### config.mk
export PLATFORM = sky130hd
export DESIGN_NAME = ram_pulse_ctrl
export DESIGN_NICKNAME = d
export VERILOG_FILES = /design/src/rtl/ram_pulse_ctrl.sv
export SDC_FILE = /design/constraint.sdc
export NUM_CORES = 1
export LEC_CHECK = 0
export BUFFER_PORTS_ARGS = -buffer_cell sky130_fd_sc_hd__buf_4
export CORE_MARGIN = 2
export CORE_UTILIZATION = 45
export CTS_CLUSTER_SIZE = 30
export DETAILED_ROUTE_END_ITERATION = 16
export GPL_ROUTABILITY_DRIVEN = 0
export PLACE_DENSITY = 0.68
export SLEW_MARGIN = 20
export SYNTH_ARGS = -nofsm -noshare
export SYNTH_HDL_FRONTEND = slang
export SYNTH_SLANG_ARGS = --single-unit
### constraint.sdc
create_clock -name clk -period 3 [get_ports clk]
set_input_delay 0.15 -clock clk [delete_from_list [all_inputs] [get_ports clk]]
set_output_delay 0.15 -clock clk [all_outputs]
set_load 0.01 [all_outputs]
### src/rtl/ram_pulse_ctrl.sv
// ram_pulse_ctrl
//   Control stage behind the button one-shot conditioner. Each pulse[0]
//   steps the RAM address. Each pulse[1] writes the captured switch value to
//   the current address and then reads it back. The block also keeps a
//   per-location valid mask and a count of how many locations have been
//   written.
//
// Ports
//   clk      in   system clock, rising edge
//   clr_n    in   asynchronous active-low reset
//   pulse    in   [0]=step address, [1]=write din (single-cycle pulses)
//   din      in   write data, sampled only when a write pulse is accepted
//   addr     out  current RAM address
//   dout     out  registered read data for addr (0 if never written)
//   busy     out  write sequence in progress
//   wr_done  out  one-cycle pulse at the end of a write sequence
//   count    out  number of distinct locations written since reset
//   full     out  every location has been written
//
// Build option
//   RAM_AUTO_INC_EN : advance addr by one at the end of each write sequence.
//
// State | Meaning
// ------+-----------------------------------------------------------
// IDLE  | accept step/write pulses, refresh dout from the RAM
// WR    | commit wdata to mem[addr], set valid, bump count if new
// RD    | read back the written value, pulse wr_done

module ram_pulse_ctrl #(
    parameter int AW = 4,
    parameter int DW = 8
) (
    input  logic          clk,
    input  logic          clr_n,
    input  logic [1:0]    pulse,
    input  logic [DW-1:0] din,
    output logic [AW-1:0] addr,
    output logic [DW-1:0] dout,
    output logic          busy,
    output logic          wr_done,
    output logic [AW:0]   count,
    output logic          full
);

    localparam int DEPTH = 2 ** AW;

    typedef enum logic [1:0] {
        IDLE = 2'd0,
        WR   = 2'd1,
        RD   = 2'd2
    } state_t;

    state_t           state;
    logic [DW-1:0]    mem [DEPTH];
    logic [DEPTH-1:0] valid;
    logic [DW-1:0]    wdata;

    // The array has no reset. After a reset the cleared valid mask hides
    // whatever contents were left behind. Reset forces the state to IDLE
    // right away, so a reset during WR cannot commit a write afterwards.
    always_ff @(posedge clk) begin
        if (state == WR) begin
            mem[addr] <= wdata;
        end
    end

    always_ff @(posedge clk or negedge clr_n) begin
        if (!clr_n) begin
            state   <= IDLE;
            addr    <= '0;
            dout    <= '0;
            wr_done <= 1'b0;
            valid   <= '0;
            count   <= '0;
            wdata   <= '0;
        end else begin
            wr_done <= 1'b0;
            case (state)
                IDLE: begin
                    dout <= valid[addr] ? mem[addr] : '0;
                    // A write takes priority over a step that arrives in the same cycle.
                    if (pulse[1]) begin
                        wdata <= din;
                        state <= WR;
                    end else if (pulse[0]) begin
                        addr <= addr + 1'b1;
                    end
                end
                WR: begin
                    valid[addr] <= 1'b1;
                    // Only a location written for the first time adds to count,
                    // so count stops at DEPTH on its own.
                    if (!valid[addr]) begin
                        count <= count + 1'b1;
                    end
                    state <= RD;
                end
                RD: begin
                    dout    <= mem[addr];
                    wr_done <= 1'b1;
                    state   <= IDLE;
`ifdef RAM_AUTO_INC_EN
                    addr    <= addr + 1'b1;
`endif
                end
                default: begin
                    state <= IDLE;
                end
            endcase
        end
    end

    assign busy = (state != IDLE);
    assign full = (count == (AW+1)'(DEPTH));

endmodule

# [Yosys cells after proc, flatten, opt, wreduce, memory -nomap -nowiden]
# Memories as Yosys holds them, arrays and structs flattened.
# Index checks and enable logic that the tools add are counted.
[op_classes] add_sub_neg=2 n_lt_le_gt_ge=2 eq_ne=4 mux=11 bitwise_logic=3 n_reduce_logical=7
[op_table] op="$or A16 B16 Y16" count=1
[op_table] op="$pmux W8 S2" count=1
[op_table] op="$mux W8" count=1
[op_table] op="$add A5 B1 Y5 const B" count=1
[op_table] op="$eq A5 B5 Y1 const B" count=1
[op_table] op="$lt A4 B5 Y1 const B" count=1
[op_table] op="$mux W1" count=5
[op_table] op="$add A4 B1 Y4 const B" count=1
[op_table] op="$bmux W1 S4" count=1
[op_table] op="$demux W1 S4" count=1
[op_table] op="$ge A4 B1 Y1 const B" count=1
[op_table] op="$pmux W2 S2" count=1
[op_table] op="$reduce_and A2 Y1" count=2
[op_table] op="$reduce_bool A2 Y1" count=2
[op_table] op="$reduce_and A3 Y1" count=1
[op_table] op="$eq A2 B1 Y1 const B" count=1
[op_table] op="$eq A2 B2 Y1 const B" count=1
[op_table] op="$logic_not A2 Y1" count=1
[op_table] op="$mux W2" count=1
[op_table] op="$ne A2 B2 Y1 const B" count=1
[op_table] op="$not A1 Y1" count=2
[op_table] op="$logic_and A1 B1 Y1" count=1
[word_totals] regBits=44 ramBits=128 inputBits=12 output_inout_bits=20 word_cells=37 memories=1
[mem_list] name="mem" words=16 width=8 read_ports=1 rd_clocked_by_memory_dff=0 wr=1 line="54" rtl="logic [DW-1:0] mem [DEPTH];"

# [Depth between registers and ports, before layout]
# Gate-level depths: netlist of the first run.
[logic_depth] depth_word=5 depth_mapped=8 depth_no_buf=5

# [Worst setup path after synthesis of the first run]
# Ideal clock, no wire load.
[synth_path] path_type="flip-flop to flip-flop" startpoint="register addr[0]" endpoint="memory mem[2][0] (enable)" setup_ps=385 arrival_ps=1913 t_required_ps=2615 path_slack_ps=702 stages_incl_launch_ff=8 path_cell_list="dfrtp_1 buf_6 buf_12 buf_2 inv_1 ha_1 nand2_1 nor3_1"
[synth_lines] element="start, declared" line="37" rtl="output logic [AW-1:0] addr,"
[synth_lines] element="start signal, assigned" line="86" rtl="addr <= addr + 1'b1;"
[synth_lines] element="end, declared" line="54"
# No word-level cell before the write port.

# [Worst setup path after layout of the first run]
[layout_path] startpoint="register addr[0]" endpoint="register dout[7]"
[layout_via] elab_chain_len=4
[layout_lines] element="$bmux W1 S4" line="80" rtl="dout <= valid[addr] ? mem[addr] : '0;"
[layout_lines] element="$mux W1 (implied by the code)" line="80"
[layout_lines] element="$mux W8" line="80"
[layout_lines] element="$pmux W8 S2 *" line="78" rtl="case (state)"
[layout_lines] element="end signal, assigned" line="80"
[layout_lines] element="end signal, assigned" line="99" rtl="dout <= mem[addr];"
[layout_lines] element="end, declared" line="38" rtl="output logic [DW-1:0] dout,"
# Every way passes the cells marked *; elsewhere a longest branch is shown, timed or not. The select of a mux whose other input is x is not followed.
# A chain may end at the register's enable or synchronous reset.

==> results of run 1 <==
-- final cells by class --
type | count | area (um2) | area share, %
Sequential cell | 172 | 4950 | 61.9
Multi-Input combinational cell | 160 | 1710 | 21.4
Inverter | 5 | 18.8 | 0.235
Clock buffer | 24 | 514 | 6.43
Tap cell | 184 | 230 | 2.88
Timing Repair Buffer | 60 | 473 | 5.92
Clock inverter | 8 | 104 | 1.30
-- critical path: cells and delay by family, from the launching register on --
| kind | cells | cell delay [ps] |
|---|---|---|
| compound gates | 3 | 590 |
| flops | 1 | 650 |
| mux | 2 | 940 |
-- flip-flops by register name, indices dropped and copies added, names as in the netlist --
| name | cells |
|---|---|
| state | 2 |
| valid | 16 |
| mem | 128 |
| wdata | 8 |
| count | 5 |
| wr_done | 1 |
| addr | 4 |
| dout | 8 |
-- routing by layer --
metal	up-vias	share of wire [%]
li1	1515	-
met1	1721	41
met2	127	48
met3	22	9.1
met4	0	2.0
met5	-	0
-- timing repair --
item | 4_1_cts | 5_1_grt
hold buffers | 9 | 0
resized for setup | 0 | 0
endpoints found under the hold margin | 52 | 0
-- cells in the mapped netlist --
cell type,count,area [um2]
nand2b_1,3,18.8
mux4_2,34,766
buf_6,1,11.3
o22ai_4,2,40.0
and3_1,4,25.0
clkbuf_1,9,33.8
nand2_1,11,41.3
nand4_1,3,18.8
inv_1,5,18.8
nor2_1,10,37.5
or2_2,18,113
mux2_2,13,146
buf_2,3,15.0
ha_1,6,75.1
a21o_1,8,60.1
xnor2_1,7,61.3
buf_1,4,15.0
and2_1,1,6.26
mux2_4,3,45.0
nor3_1,5,25.0
a22oi_1,16,120
nor3b_1,1,7.51
edfxtp_1,128,3840
buf_12,1,20.0
dfrtp_1,44,1100
nor2b_1,5,31.3
a211oi_1,8,60.1
o21ai_0,2,10.0
-- report_power, final --
part	internal, mW	total (mW)	leakage [nW]	switching [mW]
logic	1.08	2.08	0.934	0.998
clock network	1.37	2.22	0.289	0.848
registers	3.00	3.44	1.69	0.434
-- final timing paths --
check / from / endpoint / slack [ps] / depth (start not counted)
min: pulse[1] / state[0]$_DFFE_PN0P_ / 90 / 3
max: addr[0]$_DFFE_PN0P_ / dout[7]$_DFFE_PN0P_ / 730 / 5
min in group asynchronous: clr_n / count[2]$_DFFE_PN0P_ / 260 / 2
max in group asynchronous: clr_n / addr[0]$_DFFE_PN0P_ / 2310 / 2
max reg2reg: addr[0]$_DFFE_PN0P_ / dout[7]$_DFFE_PN0P_ / 730 / 5
min reg2reg: valid[15]$_DFFE_PN0N_ / valid[15]$_DFFE_PN0N_ / 460 / 1
-- kinds of logic (layout without fill, tap and decap cells) --
group,count (synthesis),count (layout)
compound gates,36,36
flops,172,172
simple gates,61,61
xor+xnor,7,7
buf+inv,23,97
fa+ha+maj,6,6
mux,50,50
-- per-stage QoR --
step	hold slack, ps	utilization (%)	worst slack [ps]
6_report	94.5	54.8	729
5_1_grt	139	54.8	527
4_1_cts	86.3	54.8	711
3_5_place_dp	185	49.9	722
3_3_place_gp	176	49.9	778
2_1_floorplan	-146	-	702
==> flow_summary_export.csv, run 1 <==
group,metric,value,unit
outcome,status,"completed",
global_routing,grt_overflow,0,
timing,setup_viol,0,
clock_network,root_buffer,"clkbuf_16",
final_layout,nNetsFinal,434,
global_routing,grtUsageMet2,27.7,%
yosys,syn_inst,355,
global_routing,grtUsageMet3,5.65,%
yosys,synth_fa_ha_area_share,1.11,%
timing,final-hold-violation-count,0,
routing,ant_nets,0,
flow_run,drv_cap,0,
timing,setup_tns,0,ps
clock_network,postCtsSetupBuffers,0,
timing,min_period_over_period,75.7,%
routing,vias,3385,
floorplanning,start_util,46.4,%
final_layout,drive_gt1_share,35.2,%
floorplanning,die_h,127,um
clock_network,tritoncts,"yes",
timing,finalCriticalPeriod,2270,ps
floorplanning,die-area,16000,um2
timing,slew_viol_final,0,
yosys,synth.area.mux_share,14.1,%
yosys,synthSimpleGateAreaFrac,4.79,%
final_layout,design_area,7990,um2
routing,drt-total-wl,13500,um
placed_design,io_buffers,31,
final_layout,diodes,0,
yosys,synth_area,6770,um2
global_routing,grt_use_met1,25.1,%
clock_network,cts_sinks,172,
placed_design,place_area,7290,um2
routing,first_iter_violations,251,
clock_network,htreeDepth,4,
placed_design,dpl.hpwl,8690,um
global_routing,grt_pass1_vias,3649,
critical_path,cp.arrival,2600,ps
critical_path,startpoint_type,"flip-flop",
final_layout,syn2layout_area_growth,18.1,%
timing,rsz0062_at_grt,"false",
routing,firstDrtPassIters,4,
timing,slew_headroom,54.4,%
pwr,powerDensity,967,nW/um2
yosys,synth-compound-area-share,4.29,%
worst_hold_path,hp-class,"input port to flip-flop",
yosys,synth_top_family_by_area,"multiplexers",
critical_path,setup.worst_path.end_class,"flip-flop",
critical_path,slowest_stage,"dfrtp_2",
clock_network,clk_latency,430,ps
routing,drcViolationCount,0,
clock_network,clk_pin_slew,60,ps
global_routing,grt_start_max_net_pins,45,
yosys,synth.distinct_cells,28,
global_routing,antenna_found_initial,0,
routing,wl_per_cell,22.0,um
floorplanning,num_io_pins,32,
final_layout,stdcell_count,613,
global_routing,grt_use_total,18.4,%
final_layout,layout_commonest_cell,"edfxtp_1",
final_layout,fillers,1066,
clock_network,cts_inserted_buffers,17,
routing,via_per_inst,5.52,
pwr,power.total,7.73,mW
critical_path,critPathMaxStageDelay,650,ps
clock_network,cts_buffer_depth,2,
critical_path,crit_type,"flip-flop to flip-flop",
pwr,peakVddDrop,0.591,mV
yosys,synthXorXnorAreaFrac,0.906,%
yosys,ys_ff_latch,172,
placed_design,placedCellCount,572,
yosys,yosys_warnings,0,
pwr,p_leak,2.91,nW
global_routing,grt_pass1_wl,21000,um
yosys,yosysSeqAreaShare,73.1,%
final_layout,layout_common_cells,"edfxtp_1 (128), buf_4 (51), dfrtp_1 (43)",
timing,worst_pin_slew,684,ps
critical_path,crit_chain,"mux2_2, mux4_2, o22ai_4, a211oi_1, a21o_1",
yosys,synth_nets,373,
critical_path,cp_max_fo,17,
floorplanning,fp-row-count,44,
floorplanning,core,14600,um2
timing,max_freq,440,MHz
timing,skew,12.5,ps
global_routing,gr-max-usage-layer,"met2",
critical_path,required,3330,ps
yosys,avgSynthCellArea,19.1,um2
floorplanning,die-width,127,um
Note: power is estimated with default switching activity, not from simulation.
==> run 2: changes to the inputs <==
Clock period 3 ns to 2.4 ns, I/O delays scaled along.
==> run 2 against run 1 <==
Global-route usage is 0.53 points higher. Clock power is 27% higher. Die area did not move. Critical path depth unchanged. Cell area grew 0.47%. Setup slack worse by 540 ps. Clock-buffer cell count unchanged. Sequential cell count unchanged. Critical path type unchanged. Largest cell class unchanged. Non-clock buffer count up 4. Routed wire length grew 3.8%. Critical endpoint is now dout[6]$_DFFE_PN0P_. Via count up 1.6%.
==> flow_summary_export.csv, run 2 (synthesis results as in run 1) <==
group,metric,value,unit
timing,rsz0062_at_grt,"false",
floorplanning,die-area,16000,um2
worst_hold_path,whs_path_depth,3,
critical_path,rr_startpoint,"addr[0]$_DFFE_PN0P_",
global_routing,grt_use_total,19.0,%
critical_path,startpoint_type,"flip-flop",
final_layout,drive_gt1_share,35.8,%
routing,wl_per_cell,22.7,um
timing,min_period_over_period,92.1,%
final_layout,top_register,"mem",
clock_network,cts_resized,0,
clock_network,cts_inserted_buffers,17,
clock_network,cts-hold-fix-buffers,9,
global_routing,grt_pass1_vias,3570,
floorplanning,start_util,46.4,%
clock_network,cts_buffer_depth,2,
critical_path,critPathMaxStageDelay,550,ps
placed_design,dpl.hpwl,8930,um
flow_run,drv_cap,0,
timing,setup_tns,0,ps
worst_hold_path,min-delay-start,"pulse[1]",
clock_network,tritoncts,"yes",
critical_path,r2r_end,"dout[6]$_DFFE_PN0P_",
global_routing,antenna_found_initial,0,
final_layout,layout_common_cells,"edfxtp_1 (128), buf_4 (55), dfrtp_1 (43)",
outcome,status,"completed",
final_layout,largest_reg_flops,128,
critical_path,slowest_stage,"dfrtp_2",
pwr,p_leak,2.95,nW
pwr,powerDensity,1220,nW/um2
final_layout,design_area,8030,um2
timing,slew_viol_final,0,
clock_network,htreeDepth,4,
placed_design,placedCellCount,576,
clock_network,cts_sinks,172,
final_layout,stdcell_count,617,
global_routing,grt_overflow,0,
timing,worst_pin_slew,749,ps
routing,drcViolationCount,0,
clock_network,clk_pin_slew,60,ps
worst_hold_path,min_to,"state[0]$_DFFE_PN0P_",
critical_path,rrSetupSlack,190,ps
timing,final-hold-violation-count,0,
routing,via_per_inst,5.57,
final_layout,diodes,0,
final_layout,nNetsFinal,438,
global_routing,grt_pass1_wl,21700,um
pwr,peakVddDrop,0.750,mV
floorplanning,die_h,127,um
routing,first_iter_violations,225,
critical_path,cp.arrival,2520,ps
critical_path,required,2710,ps
global_routing,grt_start_max_net_pins,45,
critical_path,cp_max_fo,12,
clock_network,clk_latency,430,ps
clock_network,root_buffer,"clkbuf_16",
final_layout,layout_commonest_cell,"edfxtp_1",
routing,vias,3438,
timing,max_freq,452,MHz
final_layout,syn2layout_area_growth,18.7,%
floorplanning,core,14600,um2
floorplanning,fp-row-count,44,
critical_path,crit_type,"flip-flop to flip-flop",
critical_path,worst_r2r_path_depth,5,
worst_hold_path,hp-class,"input port to flip-flop",
floorplanning,die-width,127,um
routing,drt-total-wl,14000,um
timing,finalCriticalPeriod,2210,ps
timing,skew,10.5,ps
timing,setup_viol,0,
routing,ant_nets,0,
critical_path,crit_chain,"mux2_2, mux4_2, o22ai_4, a211oi_1, a21o_1",
final_layout,reg_top3,"mem (128), valid (16)",
routing,firstDrtPassIters,6,
placed_design,io_buffers,31,
clock_network,postCtsSetupBuffers,0,
placed_design,place_area,7320,um2
timing,slew_headroom,50.1,%
critical_path,setup.worst_path.end_class,"flip-flop",
floorplanning,num_io_pins,32,
timing,holdWs,75.0,ps
run 2: cell types whose count changed in the layout (fill, tap and decap cells not counted):
cell / delta
clkinvlp_4: -2
inv_4: +1
clkbuf_8: -1
clkbuf_16: +1
buf_4: +4
clkinv_2: +1
run 2: metrics by stage:
stage | setup WS, ps | total power [mW] | utilization, %
finish | 189 | 9.77 | 55.1
global route | 78.1 | 10.2 | 55.1
CTS | 184 | 9.86 | 55.1
detailed placement | 198 | 7.03 | 50.1
global placement | 212 | 6.96 | 50.1
floorplan | 102 | 6.03 | -
run 2: cell type report:
| type | instances | area, um2 |
|---|---|---|
| Timing Repair Buffer | 64 | 503 |
| Fill cell | 1092 | 6560 |
| Inverter | 5 | 18.8 |
| Tap cell | 184 | 230 |
| Clock inverter | 8 | 100 |
| Clock buffer | 24 | 526 |
| Sequential cell | 172 | 4950 |
| Multi-Input combinational cell | 160 | 1710 |
run 2: power breakdown:
group / total, mW / switching (mW) / leakage (nW) / internal (mW)
logic: 2.69 / 1.32 / 0.955 / 1.37
clock network: 2.82 / 1.07 / 0.302 / 1.75
registers: 4.25 / 0.501 / 1.69 / 3.75
total: 9.77 / 2.90 / 2.95 / 6.87
run 2: worst max-delay path, delay by kind of cell (launching register included):
kind               cells  cell delay, ps
AOI/OAI and AO/OA      3             640
DFF                    1             550
muxes                  2             920
run 2: how the worst max path moves through the flow:
stage	from	end	slack (ps)	cells after the start
floorplan	addr[0]$_DFFE_PN0P_	mem[2][0]$_DFFE_PP_	100	7
global placement	addr[0]$_DFFE_PN0P_	dout[1]$_DFFE_PN0P_	210	5
detailed placement	addr[0]$_DFFE_PN0P_	dout[2]$_DFFE_PN0P_	200	5
CTS	addr[0]$_DFFE_PN0P_	dout[1]$_DFFE_PN0P_	180	5
global route	addr[0]$_DFFE_PN0P_	dout[2]$_DFFE_PN0P_	80	5
finish	addr[0]$_DFFE_PN0P_	dout[6]$_DFFE_PN0P_	190	5
run 2: per-layer routing:
layer / wire (um) / up-vias / part of all wire [%] / track usage (%)
li1: - / 1530 / - / -
met1: 6300 / 1773 / 45 / 27.3
met2: 6460 / 108 / 46 / 28.0
met3: 803 / 27 / 5.7 / 4.22
met4: 413 / 0 / 3.0 / 8.40
met5: 0 / - / 0 / 0
==> run 3: changes to the inputs <==
Settings changed: PLACE_DENSITY 0.68 to unset.
==> run 3 against run 2 <==
Register-to-register slack worse by 40 ps. Fmax is 1.6% lower. Sequential share of layout area is 0.28 points higher. First-iteration DRC count is 55% higher. Routed wire length is 2.2% lower. Utilization is 0.25 points lower. Clock-buffer cell count is 2 higher. Die area stayed put.
==> flow_summary_export.csv, run 3 (synthesis results as in run 1) <==
group,metric,value,unit
outcome,status,"completed",
critical_path,crit_buf_inv,0,
global_routing,grt_pass1_wl,21700,um
floorplanning,die_h,127,um
timing,slew_headroom,57.1,%
final_layout,drive_gt1_share,35.5,%
clock_network,postCtsSetupBuffers,0,
critical_path,startpoint,"addr[0]$_DFFE_PN0P_",
clock_network,cts_resized,0,
clock_network,root_buffer,"clkbuf_16",
final_layout,largest_reg_flops,128,
timing,finalCriticalPeriod,2250,ps
global_routing,grt_pass1_vias,3664,
final_layout,diodes,0,
final_layout,final_util,54.8,%
clock_network,clk_latency,420,ps
final_layout,nNetsFinal,439,
timing,rsz0062_at_grt,"false",
final_layout,top_register,"mem",
placed_design,io_buffers,31,
global_routing,antenna_found_initial,0,
worst_hold_path,min-delay-start,"pulse[1]",
final_layout,layout_common_cells,"edfxtp_1 (128), buf_4 (55), dfrtp_1 (43)",
timing,max_freq,445,MHz
pwr,p_leak,2.93,nW
routing,drt-total-wl,13700,um
timing,setup_tns,0,ps
final_layout,ff_latch_area,4950,um2
final_layout,stdcell_count,618,
floorplanning,start_util,46.4,%
critical_path,required,2710,ps
clock_network,clk_pin_slew,60,ps
floorplanning,num_io_pins,32,
critical_path,crit_chain,"mux2_2, mux4_2, o22ai_4, a211oi_1, a21o_1",
global_routing,grt_start_max_net_pins,45,
placed_design,dpl.hpwl,8860,um
floorplanning,die-area,16000,um2
routing,vias,3396,
timing,slew_viol_final,0,
clock_network,cts_inserted_buffers,17,
critical_path,startpoint_type,"flip-flop",
routing,ant_nets,0,
timing,skew,7.20,ps
final_layout,multiInputGateArea,1710,um2
final_layout,syn2layout_area_growth,18.2,%
clock_network,htreeDepth,4,
global_routing,grt_overflow,0,
critical_path,setup.worst_path.end_class,"flip-flop",
clock_network,cts-hold-fix-buffers,9,
timing,setup_viol,0,
floorplanning,fp-row-count,44,
pwr,powerDensity,1180,nW/um2
flow_run,drv_cap,0,
clock_network,cts_sinks,172,
critical_path,slowest_stage,"dfrtp_2",
routing,via_per_inst,5.50,
critical_path,cp.arrival,2560,ps
critical_path,critPathMaxStageDelay,590,ps
routing,wl_per_cell,22.1,um
critical_path,rr_startpoint,"addr[0]$_DFFE_PN0P_",
clock_network,cts_buffer_depth,2,
timing,worst_pin_slew,643,ps
timing,final-hold-violation-count,0,
global_routing,grt_use_total,18.8,%
final_layout,fillers,1136,
clock_network,tritoncts,"yes",
floorplanning,die-width,127,um
floorplanning,core,14600,um2
routing,firstDrtPassIters,4,
critical_path,crit_family,"multiplexers",
pwr,peakVddDrop,0.769,mV
worst_hold_path,hp-class,"input port to flip-flop",
routing,drcViolationCount,0,
critical_path,crit_type,"flip-flop to flip-flop",
routing,first_iter_violations,349,
timing,min_period_over_period,93.6,%
placed_design,placedCellCount,577,
final_layout,layout_commonest_cell,"edfxtp_1",
critical_path,cp_max_fo,15,
final_layout,reg_top3,"mem (128), valid (16)",
## run 3: metal layers
| layer | part of all wire, % | track usage, % | routed length (um) |
|---|---|---|---|
| met1 | 44 | 25.8 | 5990 |
| met2 | 48 | 29.5 | 6610 |
| met3 | 5.4 | 3.92 | 734 |
| met4 | 2.5 | 7.89 | 336 |
| met5 | 0 | 0 | 0 |
## run 3: final timing paths
path,endpoint,slack (ps),cells past startpoint
worst max-delay path,dout[6]$_DFFE_PN0P_,150,5
worst min register to register,valid[1]$_DFFE_PN0N_,470,1
max in group asynchronous,addr[0]$_DFFE_PN0P_,1730,2
worst max register to register,dout[6]$_DFFE_PN0P_,150,5
min in group asynchronous,count[3]$_DFFE_PN0P_,240,2
worst min-delay path,addr[0]$_DFFE_PN0P_,40,3
## run 3: area by class of cell
type,instances,share of cell area [%]
clock buffers,26,6.37
clock inverters,6,0.751
inverters,5,0.235
multi-input cells,160,21.4
flip-flops and latches,172,61.9
well taps,184,2.88
repair buffers,65,6.54
## run 3: tightest hold or removal path: stages
cell and delay (ps):
buf_4 80, nor3b_1 80, xnor2_1 140
## run 3: power breakdown
part	total, mW	internal (mW)	switching [mW]
Combinational	2.68	1.40	1.28
Clock	2.60	1.56	1.04
Sequential	4.20	3.75	0.446
## run 3: per-stage QoR
step / setup slack, ps / cell area (um2) / power (mW) / hold slack, ps
detailed placement: 131 / 7340 / 6.99 / 169
finish: 154 / 8000 / 9.47 / 43.1
CTS: 119 / 8000 / 9.61 / 32.4
global placement: 164 / 7340 / 6.92 / 163
floorplan: 102 / 6770 / 6.03 / -176
global route: 47.0 / 8000 / 9.98 / 63.5
